<file path="config.mk">
export PLATFORM = sky130hd
export DESIGN_NAME = cpu_run_monitor
export DESIGN_NICKNAME = d
export VERILOG_FILES = /design/src/rtl/cpu_run_monitor.sv
export SDC_FILE = /design/constraint.sdc
export NUM_CORES = 1
export LEC_CHECK = 0
export ABC_AREA = 0
export BUFFER_PORTS_ARGS = -buffer_cell sky130_fd_sc_hd__buf_2
export CORE_AREA = 2 2 74 76
export DETAILED_ROUTE_END_ITERATION = 8
export DIE_AREA = 0 0 76 78
export PLACE_DENSITY = 0.83
export SYNTH_ARGS = -nofsm -noshare
export SYNTH_HDL_FRONTEND = slang
export SYNTH_SLANG_ARGS = --single-unit
</file>
<file path="constraint.sdc">
create_clock -name clk -period 2.5 [get_ports clk]
set_clock_uncertainty 0.1 [all_clocks]
set_input_delay 0 -clock clk [delete_from_list [all_inputs] [get_ports clk]]
set_output_delay 0 -clock clk [all_outputs]
set_load 0.02 [all_outputs]
</file>
<file path="src/rtl/cpu_run_monitor.sv">
// cpu_run_monitor: sequences the core reset, enforces a run-cycle budget and
// classifies the run (pass / fail signature, stall, timeout) from the core's
// debug bus. A restart pulse re-runs the whole sequence without a global reset.
`timescale 1ns/1ps
module cpu_run_monitor #(
    parameter int unsigned        DBG_W        = 32,
    parameter int unsigned        CNT_W        = 32,
    parameter int unsigned        RST_CYCLES   = 10,
    parameter int unsigned        MAX_CYCLES   = 1000000,
    parameter logic [DBG_W-1:0]   PASS_SIG     = 32'h600DC0DE,
    parameter logic [DBG_W-1:0]   FAIL_SIG     = 32'hBADC0DE0,
    parameter int unsigned        STALL_CYCLES = 0,
    parameter bit                 HALT_ON_DONE = 1'b0
) (
    input  logic             clk,
    input  logic             rst_n,
    input  logic             restart,
    input  logic [DBG_W-1:0] dbg_out,
    output logic             cpu_rst_n,
    output logic             done,
    output logic             pass,
    output logic             fail,
    output logic             timeout,
    output logic             stall,
    output logic [CNT_W-1:0] cycle_cnt,
    output logic [2:0]       state
);

    localparam int unsigned HOLD_W   = (RST_CYCLES > 1) ? $clog2(RST_CYCLES) : 1;
    localparam bit          STALL_EN = (STALL_CYCLES != 0);

    // Parameter sanity: bad configurations must not elaborate.
    if (PASS_SIG == FAIL_SIG) begin : g_err_sig
        $error("cpu_run_monitor: PASS_SIG must differ from FAIL_SIG");
    end
    if (RST_CYCLES == 0) begin : g_err_rst
        $error("cpu_run_monitor: RST_CYCLES must be at least 1");
    end
    if (CNT_W < 64 && ((64'(MAX_CYCLES) >> CNT_W) != 64'd0)) begin : g_err_max
        $error("cpu_run_monitor: MAX_CYCLES does not fit in CNT_W bits");
    end

    typedef enum logic [2:0] {
        ST_HOLD    = 3'd0,
        ST_RUN     = 3'd1,
        ST_PASS    = 3'd2,
        ST_FAIL    = 3'd3,
        ST_STALL   = 3'd4,
        ST_TIMEOUT = 3'd5
    } state_t;

    state_t             r_state;
    logic [HOLD_W-1:0]  r_hold_cnt;
    logic [CNT_W-1:0]   r_cycle_cnt;
    logic [CNT_W-1:0]   r_stall_cnt;
    logic [DBG_W-1:0]   r_dbg_q;
    logic               r_cpu_rst_n;
    logic               r_done;
    logic               r_pass;
    logic               r_fail;
    logic               r_timeout;
    logic               r_stall;

    state_t             w_state_nxt;
    logic [HOLD_W-1:0]  w_hold_nxt;
    logic [CNT_W-1:0]   w_cycle_nxt;
    logic [CNT_W-1:0]   w_stall_cnt_nxt;
    logic [DBG_W-1:0]   w_dbg_nxt;
    logic               w_cpu_rst_n_nxt;
    logic               w_done_nxt;
    logic               w_pass_nxt;
    logic               w_fail_nxt;
    logic               w_timeout_nxt;
    logic               w_stall_nxt;
    logic               w_unchanged;
    logic               w_terminal;

    // Next-state and next-output logic; restart overrides every state.
    always_comb begin
        w_state_nxt     = r_state;
        w_hold_nxt      = r_hold_cnt;
        w_cycle_nxt     = r_cycle_cnt;
        w_stall_cnt_nxt = r_stall_cnt;
        w_dbg_nxt       = r_dbg_q;
        w_cpu_rst_n_nxt = r_cpu_rst_n;
        w_done_nxt      = r_done;
        w_pass_nxt      = r_pass;
        w_fail_nxt      = r_fail;
        w_timeout_nxt   = r_timeout;
        w_stall_nxt     = r_stall;
        w_terminal      = 1'b0;
        // The first RUN cycle has no meaningful previous sample.
        w_unchanged     = (r_cycle_cnt != {CNT_W{1'b0}}) && (dbg_out == r_dbg_q);

        if (restart) begin
            w_state_nxt     = ST_HOLD;
            w_hold_nxt      = {HOLD_W{1'b0}};
            w_cycle_nxt     = {CNT_W{1'b0}};
            w_stall_cnt_nxt = {CNT_W{1'b0}};
            w_dbg_nxt       = {DBG_W{1'b0}};
            w_cpu_rst_n_nxt = 1'b0;
            w_done_nxt      = 1'b0;
            w_pass_nxt      = 1'b0;
            w_fail_nxt      = 1'b0;
            w_timeout_nxt   = 1'b0;
            w_stall_nxt     = 1'b0;
        end else begin
            case (r_state)
                ST_HOLD: begin
                    w_cpu_rst_n_nxt = 1'b0;
                    if (r_hold_cnt == HOLD_W'(RST_CYCLES - 1)) begin
                        w_state_nxt     = ST_RUN;
                        w_cpu_rst_n_nxt = 1'b1;
                    end else begin
                        w_hold_nxt = r_hold_cnt + HOLD_W'(1);
                    end
                end
                ST_RUN: begin
                    w_cycle_nxt = r_cycle_cnt + CNT_W'(1);
                    w_dbg_nxt   = dbg_out;
                    if (STALL_EN && w_unchanged) begin
                        w_stall_cnt_nxt = r_stall_cnt + CNT_W'(1);
                    end else begin
                        w_stall_cnt_nxt = {CNT_W{1'b0}};
                    end
                    if (dbg_out == FAIL_SIG) begin
                        w_state_nxt = ST_FAIL;
                        w_fail_nxt  = 1'b1;
                        w_terminal  = 1'b1;
                    end else if (dbg_out == PASS_SIG) begin
                        w_state_nxt = ST_PASS;
                        w_pass_nxt  = 1'b1;
                        w_terminal  = 1'b1;
                    end else if (STALL_EN && w_unchanged &&
                                 (r_stall_cnt == CNT_W'(STALL_CYCLES - 1))) begin
                        w_state_nxt = ST_STALL;
                        w_fail_nxt  = 1'b1;
                        w_stall_nxt = 1'b1;
                        w_terminal  = 1'b1;
                    end else if (r_cycle_cnt == CNT_W'(MAX_CYCLES - 1)) begin
                        w_state_nxt   = ST_TIMEOUT;
                        w_timeout_nxt = 1'b1;
                        w_terminal    = 1'b1;
                    end else begin
                        w_terminal = 1'b0;
                    end
                    if (w_terminal) begin
                        w_done_nxt = 1'b1;
                        if (HALT_ON_DONE) begin
                            w_cpu_rst_n_nxt = 1'b0;
                        end else begin
                            w_cpu_rst_n_nxt = r_cpu_rst_n;
                        end
                    end else begin
                        w_done_nxt = r_done;
                    end
                end
                ST_PASS, ST_FAIL, ST_STALL, ST_TIMEOUT: begin
                    // Sticky: everything frozen until restart or rst_n.
                    w_state_nxt = r_state;
                end
                default: begin
                    w_state_nxt     = ST_HOLD;
                    w_hold_nxt      = {HOLD_W{1'b0}};
                    w_cpu_rst_n_nxt = 1'b0;
                end
            endcase
        end
    end

    // State and output registers.
    always_ff @(posedge clk or negedge rst_n) begin
        if (!rst_n) begin
            r_state     <= ST_HOLD;
            r_hold_cnt  <= {HOLD_W{1'b0}};
            r_cycle_cnt <= {CNT_W{1'b0}};
            r_stall_cnt <= {CNT_W{1'b0}};
            r_dbg_q     <= {DBG_W{1'b0}};
            r_cpu_rst_n <= 1'b0;
            r_done      <= 1'b0;
            r_pass      <= 1'b0;
            r_fail      <= 1'b0;
            r_timeout   <= 1'b0;
            r_stall     <= 1'b0;
        end else begin
            r_state     <= w_state_nxt;
            r_hold_cnt  <= w_hold_nxt;
            r_cycle_cnt <= w_cycle_nxt;
            r_stall_cnt <= w_stall_cnt_nxt;
            r_dbg_q     <= w_dbg_nxt;
            r_cpu_rst_n <= w_cpu_rst_n_nxt;
            r_done      <= w_done_nxt;
            r_pass      <= w_pass_nxt;
            r_fail      <= w_fail_nxt;
            r_timeout   <= w_timeout_nxt;
            r_stall     <= w_stall_nxt;
        end
    end

    assign cpu_rst_n = r_cpu_rst_n;
    assign done      = r_done;
    assign pass      = r_pass;
    assign fail      = r_fail;
    assign timeout   = r_timeout;
    assign stall     = r_stall;
    assign cycle_cnt = r_cycle_cnt;
    assign state     = r_state;

endmodule

</file>
# Word level (Yosys, flattened, before mapping)

Index checks and enable logic that the tools add are counted.

$add $sub $neg: 2
Equality and inequality tests: 16
Multiplexer cells: 34
Reductions and logical operators: 14

Operator list:

| cell                                            | count |
|---|---|
| two-way mux 32 bit                              | 2 |
| adder 32 x 1 -> 32 bit, second input constant   | 1 |
| == test 32 x 20 -> 1 bit, second input constant | 1 |
| == test 32 x 31 -> 1 bit, second input constant | 1 |
| == test 32 bit, second input constant           | 1 |
| two-way mux 1 bit                               | 22 |
| two-way mux 3 bit                               | 5 |
| nonzero test 2 bit                              | 5 |
| one-hot mux 3 bit (3 select lines)              | 1 |
| two-way mux 4 bit                               | 2 |
| one-hot mux 4 bit (2 select lines)              | 1 |
| == test 3 x 2 -> 1 bit, second input constant   | 2 |
| == test 3 bit, second input constant            | 2 |
| inequality test 2 bit, second input constant    | 3 |
| inequality test 3 bit, second input constant    | 2 |
| AND reduction 2 bit                             | 3 |
| AND reduction 3 bit                             | 2 |
| inequality test 5 bit, second input constant    | 1 |
| OR reduction 5 bit                              | 1 |
| adder 4 x 1 -> 4 bit, second input constant     | 1 |
| == test 4 bit, second input constant            | 1 |
| AND reduction 4 bit                             | 1 |
| OR reduction 4 bit                              | 1 |
| == test 3 x 1 -> 1 bit, second input constant   | 1 |
| 3 further kinds                                 | 3 |

Flip-flop bits (word level): 44
Word-level logic and storage cells: 74

# Longest topological paths before layout

Word-level depth: 9
Depth in mapped cells: 7

# Least setup slack after synthesis

Ideal clock, no wire load.

Path type: register -> register
Start: register r_cycle_cnt[23], in the netlist cycle_cnt[23]
End: register r_state[2], in the netlist state[2]
Setup time: 0.064 ns
Data arrival time: 1.751 ns
Required time: 2.336 ns
Slack: 0.585 ns
Cell stages (with the launch flop): 6
Clock period less this slack: 1.915 ns
Cell sequence: dfrtp_1 nor4_1 nand4_1 or4_4 nor3_1 a21o_1

Word-level cells in the longest chain between the ends: 3

RTL lines:

| element                                | line | RTL |
|---|---|---|
| start, declared                        | 54   | `logic [CNT_W-1:0] r_cycle_cnt;` |
| start signal, assigned                 | 176  | `r_cycle_cnt <= {CNT_W{1'b0}};` |
| start signal, assigned                 | 188  | `r_cycle_cnt <= w_cycle_nxt;` |
| == test 32 x 20 -> 1 bit               | 140  | `end else if (r_cycle_cnt == CNT_W'(MAX_CYCLES - 1)) begin` |
| inequality test 5 bit (no source line) | n/a  |  |
| AND reduction 3 bit (no source line)   | n/a  |  |
| end signal, assigned                   | 186  | `r_state <= w_state_nxt;` |
| end, declared                          | 52   | `state_t r_state;` |

Every way passes these cells.
A chain may end at the register's enable or synchronous reset.

# Final worst setup path

Start: input port dbg_out[30]
End: register r_fail, in the netlist fail

Word-level cells in the longest chain between the ends: 3

RTL lines:

| element                              | line | RTL |
|---|---|---|
| start, declared                      | 18   | `input logic [DBG_W-1:0] dbg_out,` |
| == test 32 bit                       | 126  | `if (dbg_out == FAIL_SIG) begin` |
| nonzero test 2 bit (no source line)  | n/a  |  |
| AND reduction 2 bit (no source line) | n/a  |  |
| end signal, assigned                 | 194  | `r_fail <= w_fail_nxt;` |
| end, declared                        | 60   | `logic r_fail;` |

Every way passes these cells.

==> qor.yml <==
timing:
  final_max_slew_viol_count: 0
  maxSlewHeadroom: 0.352
  finalSetupTns_ns: 0
  setup_viol: 0
  hold_viol_final: 0
  final.min_clock_period_ns: 2.27
  grt_setup_unrepaired: "false"
  min_period_over_period: 0.907
  fmax_mhz: 441
  worst_pin_slew_ns: 0.972
logic_synthesis:
  ys_ff_latch: 44
  synth_nets: 300
  synth.cell_area_um2: 2460
  netlist_instances: 261
  yosysWarnings: 0
  ys_seq_area_frac: 0.447
  synth_edf_count: 0
  async_reset_ff_frac: 1.00
  yosysUniqueCellTypes: 48
  synth_ff_type: "dfrtp_1"
  syn_avg_cell_area_um2: 9.44
final_layout:
  drive_above_1_share: 0.290
  fin_nets: 379
  syn_to_final_growth_pct: 23.3
  utilization: 0.602
  antennaDiodeCount: 0
  instances_no_fill: 411
power_and_ir_drop:
  ir_drop_v: 0.000318
  power_density_nw_per_um2: 449
  p_leak_nw: 1.51
route:
  postRouteWirelength_um: 5920
  via_count: 2225
  drtIter0Drc: 112
  drc: 0
  wl_per_cell_um: 14.4
  avgViaCountPerCell: 5.41
  ant_nets: 0
  detail_route.first_pass.iterations: 4
flow_run:
  cap_violations: 0
floorplanning:
  initial_utilization: 0.489
  die_x_um: 76
  die_area_um2: 5930
  pin_count: 76
  row_count: 26
  core_region_area_um2: 5040
  die_h_um: 78
clocking:
  cts_buffers: 5
  clockBufferDepth: 2
  clock_latency_ns: 0.30
  htree_levels: 2
  clkSinkCount: 44
  cts_resized: 0
  path_clk_slew_ns: 0.07
  cts_tree: "yes"
  postCtsSetupRepairBufs: 0
  cts-root-buf: "clkbuf_8"
worst_setup_path:
  worstPathMaxFanout: 2
  crit_path_end_kind: "register"
  crit_arrival_ns: 2.40
  crit_required_ns: 2.63
  start_kind: "input pin"
  crit_type: "in2reg"
global_route:
  grt_max_degree: 45
  grt_pass1_vias: 2237
  grt_overflow: 0
  grt_pass1_wl_um: 10200
  grt_antenna_before_repair: 0
  track_usage: 0.212
placed_design:
  dp.cells: 398
  dp.final_hpwl_um: 4310
  gp_congestion: 0.817
  io_buffers: 74
min_path:
  hold_path_class: "in2reg"
status:
  status: "completed"
## per-layer routing
| metal | track usage | share of wire | up-vias |
|---|---|---|---|
| met1 | 0.263 | 0.42 | 1065 |
| met5 | 0 | 0 | - |
| met2 | 0.357 | 0.51 | 59 |
| met3 | 0.0442 | 0.041 | 17 |
| li1 | - | - | 1084 |
| met4 | 0.0945 | 0.031 | 0 |
## synth_stat cells (all sizes together), types with 2 or more instances
| library cell | count | area, um2 |
|---|---|---|
| a21oi | 10 | 50.1 |
| a22o | 2 | 17.5 |
| a31o | 2 | 17.5 |
| and2 | 4 | 25.0 |
| and3 | 7 | 45.1 |
| and4 | 5 | 45.0 |
| buf | 5 | 32.5 |
| clkbuf | 4 | 15.0 |
| dfrtp | 44 | 1100 |
| ha | 4 | 50.1 |
| inv | 11 | 41.3 |
| nand2 | 21 | 78.8 |
| nand3 | 13 | 65.1 |
| nand4 | 15 | 130 |
| nor2 | 35 | 131 |
| nor2b | 2 | 12.5 |
| nor3 | 5 | 25.0 |
| nor3b | 2 | 20.0 |
| nor4 | 8 | 71.3 |
| o21ai | 11 | 58.8 |
| o31ai | 2 | 20.0 |
| or3 | 7 | 43.8 |
| or4 | 3 | 26.3 |
| xnor2 | 5 | 43.8 |
| xor2 | 22 | 193 |
## cells in the final DEF, fill, tap and decap left out, types with 4 or more instances in the layout
cell,Yosys,final
a21oi_1,10,10
and2_1,4,4
and3_1,6,6
and4_1,4,4
buf_2,2,74
clkbuf_8,0,6
dfrtp_1,44,44
dlygate4sd3_1,0,5
ha_1,4,4
inv_1,11,11
nand2_1,21,21
nand3_1,13,13
nand4_1,12,12
nor2_1,35,35
nor3_1,5,5
nor4_1,6,6
o21ai_0,10,10
or3_1,7,7
xnor2_1,5,5
xor2_1,22,22
## path summary, 6_finish.rpt
path	slack (ns)	from	cells past startpoint	to
hold / removal	0.08	dbg_out[27]	5	state[0]
hold reg to reg	0.42	pass	2	pass
max in group asynchronous	1.39	rst_n	2	state[0]
min in group asynchronous	0.28	rst_n	2	cycle_cnt[7]
setup reg to reg	0.38	cycle_cnt[6]	5	cycle_cnt[29]
setup / recovery	0.23	dbg_out[30]	7	fail
## layout make-up
type / instances / area, um2
Clock buffer: 6 / 82.6
Clock inverter: 2 / 15.0
Fill cell: 440 / 2010
Inverter: 11 / 41.3
Multi-Input combinational cell: 197 / 1270
Sequential cell: 44 / 1100
Tap cell: 70 / 87.6
Timing Repair Buffer: 81 / 435
## sequential cells by signal (all words and copies together), names as in the netlist
signal and cells:
cycle_cnt 32, r_hold_cnt 4, state 3, cpu_rst_n 1
done 1, fail 1, pass 1, timeout 1
## critical path, stage by stage
cell and delay (ns):
dlygate4sd3_1 0.54, buf_2 0.13, nor4_1 0.39, dlygate4sd3_1 0.62, nand2_1 0.05, a21oi_1 0.12, dlygate4sd3_1 0.56
## metrics by stage
step                      instance area [um2]  total power, mW  setup slack [ns]  hold slack [ns]
final                                    3040             1.36             0.232           0.0843
after global placement                   2890            0.898             0.475            0.106
after floorplan                          2460            0.834             0.585           -0.396
after global routing                     3040             1.43            0.0981            0.112
after CTS                                3040             1.38             0.251           0.0729
after detailed placement                 2890            0.903             0.433            0.111
## timing repair
item,CTS,global route
hold buffers,5,0
endpoints found under the setup margin,0,0
hold endpoints to repair,55,0
## kinds of logic after synthesis
family,Yosys count,synth area share
and+or+nand+nor,135,0.322
buffers and inverters,20,0.0361
adders and majority gates,4,0.0203
xor gates and xnor gates,27,0.0960
DFF,44,0.447
muxes,1,0.00457
other,1,0.00152
AOI/OAI and AO/OA,29,0.0721
## report_power, final
part | switching [mW] | total (mW) | internal, mW
Clock | 0.245 | 0.469 | 0.224
Sequential | 0.0160 | 0.740 | 0.724
Combinational | 0.0907 | 0.154 | 0.0630
No activity file was read; power rests on OpenSTA's default activity.
